===== src/rtl/cpu_ctrl_pkg.sv =====
// Shared encodings for the multi-cycle CPU controller: FSM states, opcode
// fields, memory command codes, one-hot select constants and branch conditions.
package cpu_ctrl_pkg;

  typedef enum logic [3:0] {
    S_FETCH, S_DECODE, S_WR_IMM, S_GET_A, S_GET_B, S_EXEC, S_WR_C, S_MOVE,
    S_ADDR, S_LD_ADDR, S_MEM_RD, S_WR_M, S_GET_D, S_MEM_WR, S_BRANCH, S_HALT
  } state_t;

  typedef enum logic [1:0] {
    MEM_NONE  = 2'b00,
    MEM_READ  = 2'b01,
    MEM_WRITE = 2'b10
  } mem_cmd_t;

  // opcode = ir[15:13]
  localparam logic [2:0] OPC_BRANCH = 3'b001;
  localparam logic [2:0] OPC_LDR    = 3'b011;
  localparam logic [2:0] OPC_STR    = 3'b100;
  localparam logic [2:0] OPC_ALU    = 3'b101;
  localparam logic [2:0] OPC_MOV    = 3'b110;
  localparam logic [2:0] OPC_HALT   = 3'b111;

  // op = ir[12:11]
  localparam logic [1:0] OP_MOV_REG = 2'b00;
  localparam logic [1:0] OP_MOV_IMM = 2'b10;
  localparam logic [1:0] OP_CMP     = 2'b01;
  localparam logic [1:0] OP_MVN     = 2'b11;

  localparam logic [2:0] NSEL_RN = 3'b001;
  localparam logic [2:0] NSEL_RD = 3'b010;
  localparam logic [2:0] NSEL_RM = 3'b100;

  localparam logic [3:0] VSEL_C     = 4'b0001;
  localparam logic [3:0] VSEL_PC    = 4'b0010;
  localparam logic [3:0] VSEL_IMM   = 4'b0100;
  localparam logic [3:0] VSEL_MDATA = 4'b1000;

  // cond = ir[10:8]
  localparam logic [2:0] COND_AL = 3'b000;
  localparam logic [2:0] COND_EQ = 3'b001;
  localparam logic [2:0] COND_NE = 3'b010;
  localparam logic [2:0] COND_LT = 3'b011;
  localparam logic [2:0] COND_LE = 3'b100;

endpackage


===== src/rtl/branch_cond_eval.sv =====
// Branch condition evaluator: decides whether a conditional branch is taken
// from the condition code and the latched status flags.
module branch_cond_eval
  import cpu_ctrl_pkg::*;
(
  input  logic [2:0] cond,
  input  logic       N,
  input  logic       V,
  input  logic       Z,
  output logic       take
);

  // Signed less-than is N^V; unused condition codes never branch
  always_comb begin
    take = 1'b0;
    case (cond)
      COND_AL: take = 1'b1;
      COND_EQ: take = Z;
      COND_NE: take = ~Z;
      COND_LT: take = N ^ V;
      COND_LE: take = (N ^ V) | Z;
      default: take = 1'b0;
    endcase
  end

endmodule


===== src/rtl/cpu_ctrl_mem.sv =====
// Multi-cycle CPU controller with instruction fetch, load/store, conditional
// branches and halt. Owns PC, IR and the data-address register; all datapath
// strobes are Moore outputs decoded from state and IR.
module cpu_ctrl_mem
  import cpu_ctrl_pkg::*;
#(
  parameter int unsigned ADDR_W   = 9,
  parameter int unsigned RESET_PC = 0
) (
  input  logic              clk,
  input  logic              reset,
  input  logic [15:0]       mem_rdata,
  input  logic              mem_ready,
  input  logic              N,
  input  logic              V,
  input  logic              Z,
  input  logic [15:0]       dp_out,
  output logic [15:0]       ir,
  output logic [ADDR_W-1:0] pc,
  output logic [1:0]        mem_cmd,
  output logic [ADDR_W-1:0] mem_addr,
  output logic [15:0]       mem_wdata,
  output logic [2:0]        nsel,
  output logic [3:0]        vsel,
  output logic              asel,
  output logic              bsel,
  output logic              loada,
  output logic              loadb,
  output logic              loadc,
  output logic              loads,
  output logic              write,
  output logic [1:0]        ALUop,
  output logic              halted
);

  localparam logic [ADDR_W-1:0] RESET_PC_T = ADDR_W'(RESET_PC);

  state_t            state_q, state_d;
  logic [15:0]       ir_q, ir_d;
  logic [ADDR_W-1:0] pc_q, pc_d;
  logic [ADDR_W-1:0] addr_q, addr_d;
  logic [2:0]        opcode;
  logic [1:0]        op;
  logic              take;
  logic [ADDR_W-1:0] br_off;
  mem_cmd_t          cmd;

  assign opcode    = ir_q[15:13];
  assign op        = ir_q[12:11];
  assign br_off    = ADDR_W'(signed'(ir_q[7:0]));
  assign ir        = ir_q;
  assign pc        = pc_q;
  assign mem_wdata = dp_out;

  branch_cond_eval u_cond (
    .cond (ir_q[10:8]),
    .N    (N),
    .V    (V),
    .Z    (Z),
    .take (take)
  );

  // State, PC, IR and address registers with asynchronous active-low reset
  always_ff @(posedge clk or negedge reset) begin
    if (!reset) begin
      state_q <= S_FETCH;
      pc_q    <= RESET_PC_T;
      ir_q    <= '0;
      addr_q  <= '0;
    end else begin
      state_q <= state_d;
      pc_q    <= pc_d;
      ir_q    <= ir_d;
      addr_q  <= addr_d;
    end
  end

  // Next-state and register-update logic
  always_comb begin
    state_d = state_q;
    ir_d    = ir_q;
    pc_d    = pc_q;
    addr_d  = addr_q;
    case (state_q)
      S_FETCH: if (mem_ready) begin
        ir_d    = mem_rdata;
        pc_d    = pc_q + ADDR_W'(1);
        state_d = S_DECODE;
      end
      S_DECODE: begin
        case (opcode)
          OPC_MOV:    state_d = (op == OP_MOV_IMM) ? S_WR_IMM :
                                (op == OP_MOV_REG) ? S_GET_B  : S_FETCH;
          OPC_ALU:    state_d = (op == OP_MVN) ? S_GET_B : S_GET_A;
          OPC_LDR,
          OPC_STR:    state_d = S_GET_A;
          OPC_BRANCH: state_d = S_BRANCH;
          OPC_HALT:   state_d = S_HALT;
          default:    state_d = S_FETCH;
        endcase
      end
      S_WR_IMM:  state_d = S_FETCH;
      S_GET_A:   state_d = (opcode == OPC_ALU) ? S_GET_B : S_ADDR;
      S_GET_B:   state_d = (opcode == OPC_MOV) ? S_MOVE : S_EXEC;
      S_EXEC:    state_d = (op == OP_CMP) ? S_FETCH : S_WR_C;
      S_WR_C:    state_d = S_FETCH;
      S_MOVE:    state_d = (opcode == OPC_STR) ? S_MEM_WR : S_WR_C;
      S_ADDR:    state_d = S_LD_ADDR;
      S_LD_ADDR: begin
        addr_d  = dp_out[ADDR_W-1:0];
        state_d = (opcode == OPC_LDR) ? S_MEM_RD : S_GET_D;
      end
      S_MEM_RD:  if (mem_ready) state_d = S_WR_M;
      S_WR_M:    state_d = S_FETCH;
      S_GET_D:   state_d = S_MOVE;
      S_MEM_WR:  if (mem_ready) state_d = S_FETCH;
      S_BRANCH: begin
        if (take) pc_d = pc_q + br_off;
        state_d = S_FETCH;
      end
      S_HALT:    state_d = S_HALT;
      default:   state_d = S_FETCH;
    endcase
  end

  // Moore output decode from state and IR
  always_comb begin
    nsel     = NSEL_RN;
    vsel     = VSEL_C;
    asel     = 1'b0;
    bsel     = 1'b0;
    loada    = 1'b0;
    loadb    = 1'b0;
    loadc    = 1'b0;
    loads    = 1'b0;
    write    = 1'b0;
    ALUop    = 2'b00;
    halted   = 1'b0;
    cmd      = MEM_NONE;
    mem_addr = pc_q;
    case (state_q)
      S_FETCH:   cmd = MEM_READ;
      S_WR_IMM:  begin vsel = VSEL_IMM;   nsel = NSEL_RN; write = 1'b1; end
      S_GET_A:   begin nsel = NSEL_RN;    loada = 1'b1; end
      S_GET_B:   begin nsel = NSEL_RM;    loadb = 1'b1; end
      S_EXEC:    begin ALUop = op; loadc = 1'b1; loads = (op == OP_CMP); end
      S_WR_C:    begin vsel = VSEL_C;     nsel = NSEL_RD; write = 1'b1; end
      S_MOVE:    begin asel = 1'b1;       loadc = 1'b1; end
      S_ADDR:    begin bsel = 1'b1;       loadc = 1'b1; end
      S_MEM_RD:  begin cmd = MEM_READ;    mem_addr = addr_q; end
      S_WR_M:    begin vsel = VSEL_MDATA; nsel = NSEL_RD; write = 1'b1; end
      S_GET_D:   begin nsel = NSEL_RD;    loadb = 1'b1; end
      S_MEM_WR:  begin cmd = MEM_WRITE;   mem_addr = addr_q; end
      S_HALT:    halted = 1'b1;
      default:   ;
    endcase
  end

  // Reset forces state to FETCH, whose decode would issue READ; the command is
  // masked so memory sees NONE for as long as reset is held.
  assign mem_cmd = reset ? cmd : MEM_NONE;

endmodule

===== config.mk =====
export PLATFORM = sky130hd
export DESIGN_NAME = cpu_ctrl_mem
export DESIGN_NICKNAME = d
export VERILOG_FILES = /design/src/rtl/cpu_ctrl_pkg.sv /design/src/rtl/branch_cond_eval.sv /design/src/rtl/cpu_ctrl_mem.sv
export SDC_FILE = /design/constraint.sdc
export NUM_CORES = 1
export LEC_CHECK = 0
export ABC_CLOCK_PERIOD_IN_PS = 2150
export CORE_UTILIZATION = 35
export CTS_CLUSTER_DIAMETER = 120
export DETAILED_ROUTE_END_ITERATION = 7
export MAX_ROUTING_LAYER = met4
export PLACE_DENSITY = 0.81
export SYNTH_ARGS = -nofsm -noshare
export SYNTH_HDL_FRONTEND = slang
export SYNTH_HIERARCHICAL = 1
export SYNTH_SLANG_ARGS = --single-unit

===== constraint.sdc =====
create_clock -name clk -period 2.15 [get_ports clk]
set_input_delay 0.645 -clock clk [delete_from_list [all_inputs] [get_ports clk]]
set_output_delay 0.645 -clock clk [all_outputs]
set_load 0.01 [all_outputs]

==> results.py, run 1 <==
metrics = {
    "run_status": {
        "status": "complete, but fails checks",
        "violations": "negative setup slack",
    },
    "power_and_ir_drop": {
        "sequentialPowerShare_pct": 22.6,
        "switching_share_pct": 40.52,
        "ir_worst_vdd_uv": 781.2,
        "power.total_mw": 6.284,
        "p_sw_mw": 2.547,
        "power.internal_mw": 3.738,
        "p_leak_nw": 2.099,
        "p_comb_share_pct": 67.2,
        "pwr_density_cell_mw_per_mm2": 1349,
        "pwr-share-clk_pct": 10.1,
    },
    "clock_tree": {
        "htreeDepth": 2,
        "cts.reportedPaths.clkPinSlew_ns": 0.09,
        "cts_root_buf": "clkbuf_8",
        "cts_inserted_buffers": 5,
        "hold_buffers": 0,
        "clkSinkCount": 38,
        "clk-insertion-delay-late_ns": 0.30,
        "cts.path.max_buffers": 2,
        "cts_tree": "built",
    },
    "worst_setup_path": {
        "path_class": "flop to primary output",
        "cp-end-kind": "primary output",
        "critPathArrivalTime_ns": 1.74,
        "cp-start-kind": "flop",
        "worst-r2r-cell-count": 7,
        "critPathRequiredTime_ns": 1.50,
        "path_max_fanout": 4,
    },
    "sta": {
        "period_minus_slack_ns": 2.389,
        "slew_violations": 0,
        "rsz0062_at_grt": "yes",
        "finalSetupViolCount": 21,
        "tightestPinTransition_ns": 0.5213,
        "skew_ns": 0.008684,
        "clock.fmax_mhz": 418.6,
        "max_slew_margin_pct": 65.25,
        "final.setup.worst_slack_ns": -0.2390,
        "fin_crit_sh_pct": 111.1,
        "finalSetupTns_ns": -2.722,
        "hold_violations": 0,
    },
    "synthesis": {
        "synth_ff_type": "dfrtp_1",
        "synthAdderAreaFrac_pct": 4.463,
        "avgSynthCellArea_um2": 9.895,
        "synth_top_family_by_area": "compound AO/OA/AOI/OAI gates",
        "ys_ff_latch": 38,
        "synthMuxAreaShare_pct": 16.36,
        "async_reset_ff_share_pct": 100.0,
        "yosysSeqAreaShare_pct": 35.33,
        "yosys.area_share.simple_pct": 16.41,
        "yosysWarnings": 6,
        "netlist_area_mm2": 0.002691,
        "synth_xor_area_share_pct": 1.953,
        "synth_edf_count": 0,
        "synth_compound_area_share_pct": 16.64,
        "ys_types": 66,
        "synthCells": 272,
        "syn-num-nets": 319,
    },
    "floorplanning": {
        "row_count": 31,
        "dieArea_mm2": 0.008044,
        "io_pins": 107,
        "start_util_pct": 36.71,
        "die_y_um": 89.69,
        "coreArea_mm2": 0.007331,
        "die_w_um": 89.69,
    },
    "global_routing": {
        "grt_max_degree": 39,
        "grt_pass1_vias": 2707,
        "track_usage_pct": 21.96,
        "antenna_found_initial": 0,
        "grt_overflow_total": 0,
        "grt_pass1_wl_um": 13180,
    },
    "final_layout": {
        "drive_gt1_share_pct": 47.39,
        "syn2layout_area_growth_pct": 73.08,
        "final_util_pct": 63.54,
        "fin_nets": 468,
        "diodes": 0,
        "final_common_cell": "buf_4",
        "layout_common_cells": "buf_4, clkdlybuf4s50_1, dfrtp_1",
    },
    "drt": {
        "first_pass_iters": 6,
        "vias": 2844,
        "drcViolationCount": 0,
        "routed_wl_um": 9476,
        "ant_nets": 0,
        "vias_per_cell": 5.459,
        "drt_iter0_drc": 261,
        "routedWlPerCell_um": 18.19,
    },
    "worst_hold_path": {
        "hp-class": "input pin to asynchronous set/reset pin",
    },
    "placement": {
        "hpwl_um": 5613,
        "port_buffers": 91,
        "gp_congestion": 0.9372,
    },
    "run": {
        "drv_cap": 0,
    },
}
==> layer usage <==
| metal | part of all wire [%] | GRT usage [%] | up-vias |
|---|---|---|---|
| li1 | - | - | 1266 |
| met1 | 40 | 28.09 | 1388 |
| met2 | 52 | 37.12 | 160 |
| met3 | 6.3 | 1.828 | 30 |
| met4 | 2.2 | 6.494 | 0 |
| met5 | 0 | - | - |
==> final cells by class <==
type | count | area [µm²]
Fill cell | 536 | 2673
Clock inverter | 3 | 45.04
Multi-Input combinational cell | 196 | 1923
Timing Repair Buffer | 171 | 1510
Tap cell | 99 | 123.9
Inverter | 9 | 33.78
Clock buffer | 5 | 68.82
Sequential cell | 38 | 953.4
==> power groups by stage <==
stage / combinational [mW] / clock, mW / sequential, mW
after floorplan: 1.63 / 0 / 1.40
after global placement: 3.17 / 0 / 1.35
after detailed placement: 3.25 / 0 / 1.37
after CTS: 3.71 / 0.629 / 1.40
after global routing: 4.47 / 0.667 / 1.47
final: 4.22 / 0.638 / 1.42
==> synth_stat cells, types with 2 or more instances <==
cell | n | area (µm²)
buf_4 | 18 | 135.1
a2111oi_0 | 2 | 17.52
mux2_1 | 14 | 157.7
a21o_1 | 8 | 60.06
ha_1 | 8 | 100.1
nand2_1 | 12 | 45.04
o21ai_1 | 4 | 20.02
xnor2_1 | 2 | 17.52
a211oi_1 | 5 | 37.54
and3_1 | 6 | 37.54
dfrtp_1 | 38 | 950.9
a311o_1 | 2 | 20.02
or3_1 | 2 | 12.51
xor2_1 | 4 | 35.03
mux2i_1 | 2 | 20.02
clkbuf_1 | 4 | 15.01
nor2b_1 | 8 | 50.05
buf_2 | 7 | 35.03
a31oi_1 | 2 | 12.51
mux2_2 | 22 | 247.7
inv_1 | 8 | 30.03
o21ai_0 | 7 | 35.03
nor3_1 | 6 | 30.03
nand3_1 | 7 | 35.03
and2_1 | 7 | 43.79
nor2_2 | 2 | 12.51
nor2_1 | 9 | 33.78
a21oi_1 | 11 | 55.05
nand2b_1 | 8 | 50.05
==> through the flow <==
step / hold WS (ns) / area [µm²] / setup WS, ns / cells
finish: 0.4448 / 4658 / -0.2390 / 521
CTS: 0.4591 / 4420 / -0.2511 / 510
global route: 0.4815 / 4658 / -0.2947 / 521
global placement: 0.4816 / 3953 / -0.4732 / 484
detailed placement: 0.4934 / 3953 / -0.5270 / 484
floorplan: 0.3494 / 2725 / -0.01246 / 272
==> registers in the layout, indices dropped and copies added, names as in the netlist <==
register	cells
ir	16
addr_q	9
pc	9
state_q	4
==> cell families (layout without fill, tap and decap cells) <==
family,after synthesis,in the layout
AND/OR/NAND/NOR,78,79
XOR/XNOR,6,6
AO/OA/AOI/OAI,61,62
adder cells (fa/ha/maj),9,9
other,1,1
buffers and inverters,40,188
multiplexers,39,39
flip-flops,38,38
==> worst max-delay path: stages (launching register included) <==
cell and delay, ns:
dfrtp_2 0.44, nand2b_4 0.16, mux2i_4 0.20, nand2_2 0.10, buf_6 0.13, mux2_4 0.30
buf_6 0.12
==> what timing repair did <==
item                                    in CTS  in global routing
endpoints found under the setup margin      44                 31
pin swaps                                   15                 19
cloned                                       2                  0
setup buffers                               16                 13
resized for setup                          146                 56
==> path summary, 6_finish.rpt <==
check,start,endpoint,slack [ns]
max,state_q[0],mem_addr[0],-0.24
min,reset,pc[2],0.44
max reg2reg,state_q[0],pc[7],-0.12
min reg2reg,addr_q[5],addr_q[5],0.52
max in group asynchronous,reset,state_q[3],1.33
min in group clk,addr_q[5],addr_q[5],0.52
Power figures use the tool's default switching activity.
==> run 2, diff against run 1 <==
--- a/config.mk
+++ b/config.mk
@@ -6,6 +6,7 @@
 export NUM_CORES = 1
 export LEC_CHECK = 0
 export ABC_CLOCK_PERIOD_IN_PS = 2150
+export CAP_MARGIN = 30
 export CORE_UTILIZATION = 35
 export CTS_CLUSTER_DIAMETER = 120
 export DETAILED_ROUTE_END_ITERATION = 7
==> constraint.sdc (replaced) <==
create_clock -name clk -period 2.15 [get_ports clk]
set_input_delay 0.645 -clock clk [delete_from_list [all_inputs] [get_ports clk]]
set_output_delay 0.645 -clock clk [all_outputs]
set_load 0.1 [all_outputs]
==> run 2 against run 1 <==
The flow still finishes with violations (negative setup slack). First-iteration DRC count shrank 22%. Final area grew 19%. Routed wire length grew 16%. Fmax shrank 5.4%. Worst hold slack lost 0.019 ns. Sequential share of layout area shrank 2.9 points. Register-to-register slack lost 0.21 ns.
==> results.py, run 2 (synthesis results as in run 1) <==
metrics = {
    "final_layout": {
        "layout_common_cells": "buf_12, buf_4, clkdlybuf4s50_1",
        "drive_gt1_share_pct": 63.39,
        "final_common_cell": "buf_12",
        "largest_register_ffs": 16,
        "final_cell_area_mm2": 0.005558,
        "n_fill_cell": 399,
        "diodes": 0,
        "fin_cells": 506,
        "syn2layout_area_growth_pct": 106.5,
        "fin_nets": 453,
    },
    "clock_tree": {
        "cts_inserted_buffers": 5,
        "cts_tree": "built",
        "cts_root_buf": "clkbuf_8",
        "htreeDepth": 2,
        "cts.path.max_buffers": 2,
        "clkSinkCount": 38,
        "clk-insertion-delay-late_ns": 0.30,
        "cts.reportedPaths.clkPinSlew_ns": 0.09,
    },
    "drt": {
        "first_pass_iters": 5,
        "routed_wl_um": 10960,
        "routedWlPerCell_um": 21.67,
        "ant_nets": 0,
        "drcViolationCount": 0,
        "vias": 2889,
        "drt_iter0_drc": 203,
        "vias_per_cell": 5.709,
    },
    "worst_setup_path": {
        "critPathArrivalTime_ns": 1.88,
        "cp-end-kind": "primary output",
        "cp-start-kind": "flop",
        "r2r_slack_ns": -0.33,
        "path_class": "flop to primary output",
        "path_max_fanout": 5,
        "critPathRequiredTime_ns": 1.50,
    },
    "placement": {
        "postPlaceCellArea_mm2": 0.004619,
        "gp_congestion": 0.8627,
        "dp.cells": 459,
        "hpwl_um": 5619,
        "port_buffers": 91,
    },
    "sta": {
        "rsz0062_at_grt": "yes",
        "period_minus_slack_ns": 2.524,
        "skew_ns": 0.01173,
        "fin_crit_sh_pct": 117.4,
        "clock.fmax_mhz": 396.1,
        "final.setup.worst_slack_ns": -0.3744,
        "hold_violations": 0,
        "max_slew_margin_pct": 66.59,
        "slew_violations": 0,
        "finalSetupViolCount": 38,
        "finalSetupTns_ns": -7.453,
        "tightestPinTransition_ns": 0.5012,
    },
    "floorplanning": {
        "die_y_um": 89.69,
        "coreArea_mm2": 0.007331,
        "row_count": 31,
        "start_util_pct": 36.71,
        "die_w_um": 89.69,
        "io_pins": 107,
        "dieArea_mm2": 0.008044,
    },
    "global_routing": {
        "grt_pass1_wl_um": 15640,
        "antenna_found_initial": 0,
        "grt_max_degree": 39,
        "grt_pass1_vias": 2912,
        "track_usage_pct": 27.31,
        "grt_overflow_total": 0,
    },
    "run_status": {
        "violations": "negative setup slack",
        "status": "complete, but fails checks",
    },
    "run": {
        "drv_cap": 0,
    },
    "worst_hold_path": {
        "hp-class": "input pin to asynchronous set/reset pin",
    },
}
[run 2: cell count changes in the layout (fill, tap and decap cells not counted), moves of 10 or more]
cell / delta
dfrtp_2: +17
buf_12: +74
buf_6: -10
clkdlybuf4s50_1: -25
buf_4: -29
dfrtp_1: -17
[run 2: critical path, cell delays in order, from the launching register on]
cell and delay [ns]:
dfrtp_1 0.42, buf_12 0.14, nand2b_4 0.15, mux2i_4 0.22, nand2_4 0.13, mux2_4 0.34
buf_12 0.17
[run 2: final cells by class]
| class | count | area (µm²) | share of cell area, % |
|---|---|---|---|
| repair buffers | 156 | 2241 | 40.32 |
| inverters | 9 | 43.79 | 0.7879 |
| multi-input cells | 196 | 2088 | 37.57 |
| flip-flops and latches | 38 | 974.7 | 17.54 |
| well taps | 99 | 123.9 | 2.229 |
| clock buffers | 6 | 72.57 | 1.306 |
| clock inverters | 2 | 13.76 | 0.2476 |
[run 2: worst paths after layout]
check,from,to,depth (start not counted)
setup / recovery,state_q[0],mem_addr[6],6
hold / removal,reset,addr_q[2],2
setup reg to reg,state_q[2],pc[8],9
hold reg to reg,addr_q[1],addr_q[1],1
max in group asynchronous,reset,state_q[1],2
min in group clk,addr_q[1],addr_q[1],1
[run 2: per-layer routing]
metal / share of wire [%] / wire length (µm) / up-vias / track usage, %
li1: - / - / 1251 / -
met1: 37 / 4071 / 1372 / 31.88
met2: 51 / 5553 / 191 / 45.66
met3: 6.9 / 754 / 75 / 5.484
met4: 5.3 / 585 / 0 / 11.83
met5: 0 / 0 / - / -
[run 2: through the flow]
stage                     setup WS, ns  utilization (%)  hold slack, ns
final                          -0.3744            75.82          0.4256
after global routing           -0.4141            75.82          0.4671
after floorplan                -0.3408                -          0.3494
after global placement         -0.4917            63.01          0.4888
after detailed placement       -0.5432            63.01          0.4963
after CTS                      -0.3505            73.19          0.4398
[run 2: timing repair]
action	in CTS	in global routing
resized for setup	73	24
hold buffers	0	0
gates cloned	4	0
pin swaps	19	16
setup buffers	27	11
setup endpoints to repair	36	33
Power of run 2 is not shown: default switching activity piles up to over one toggle a cycle in this logic, so the estimate is an artifact.
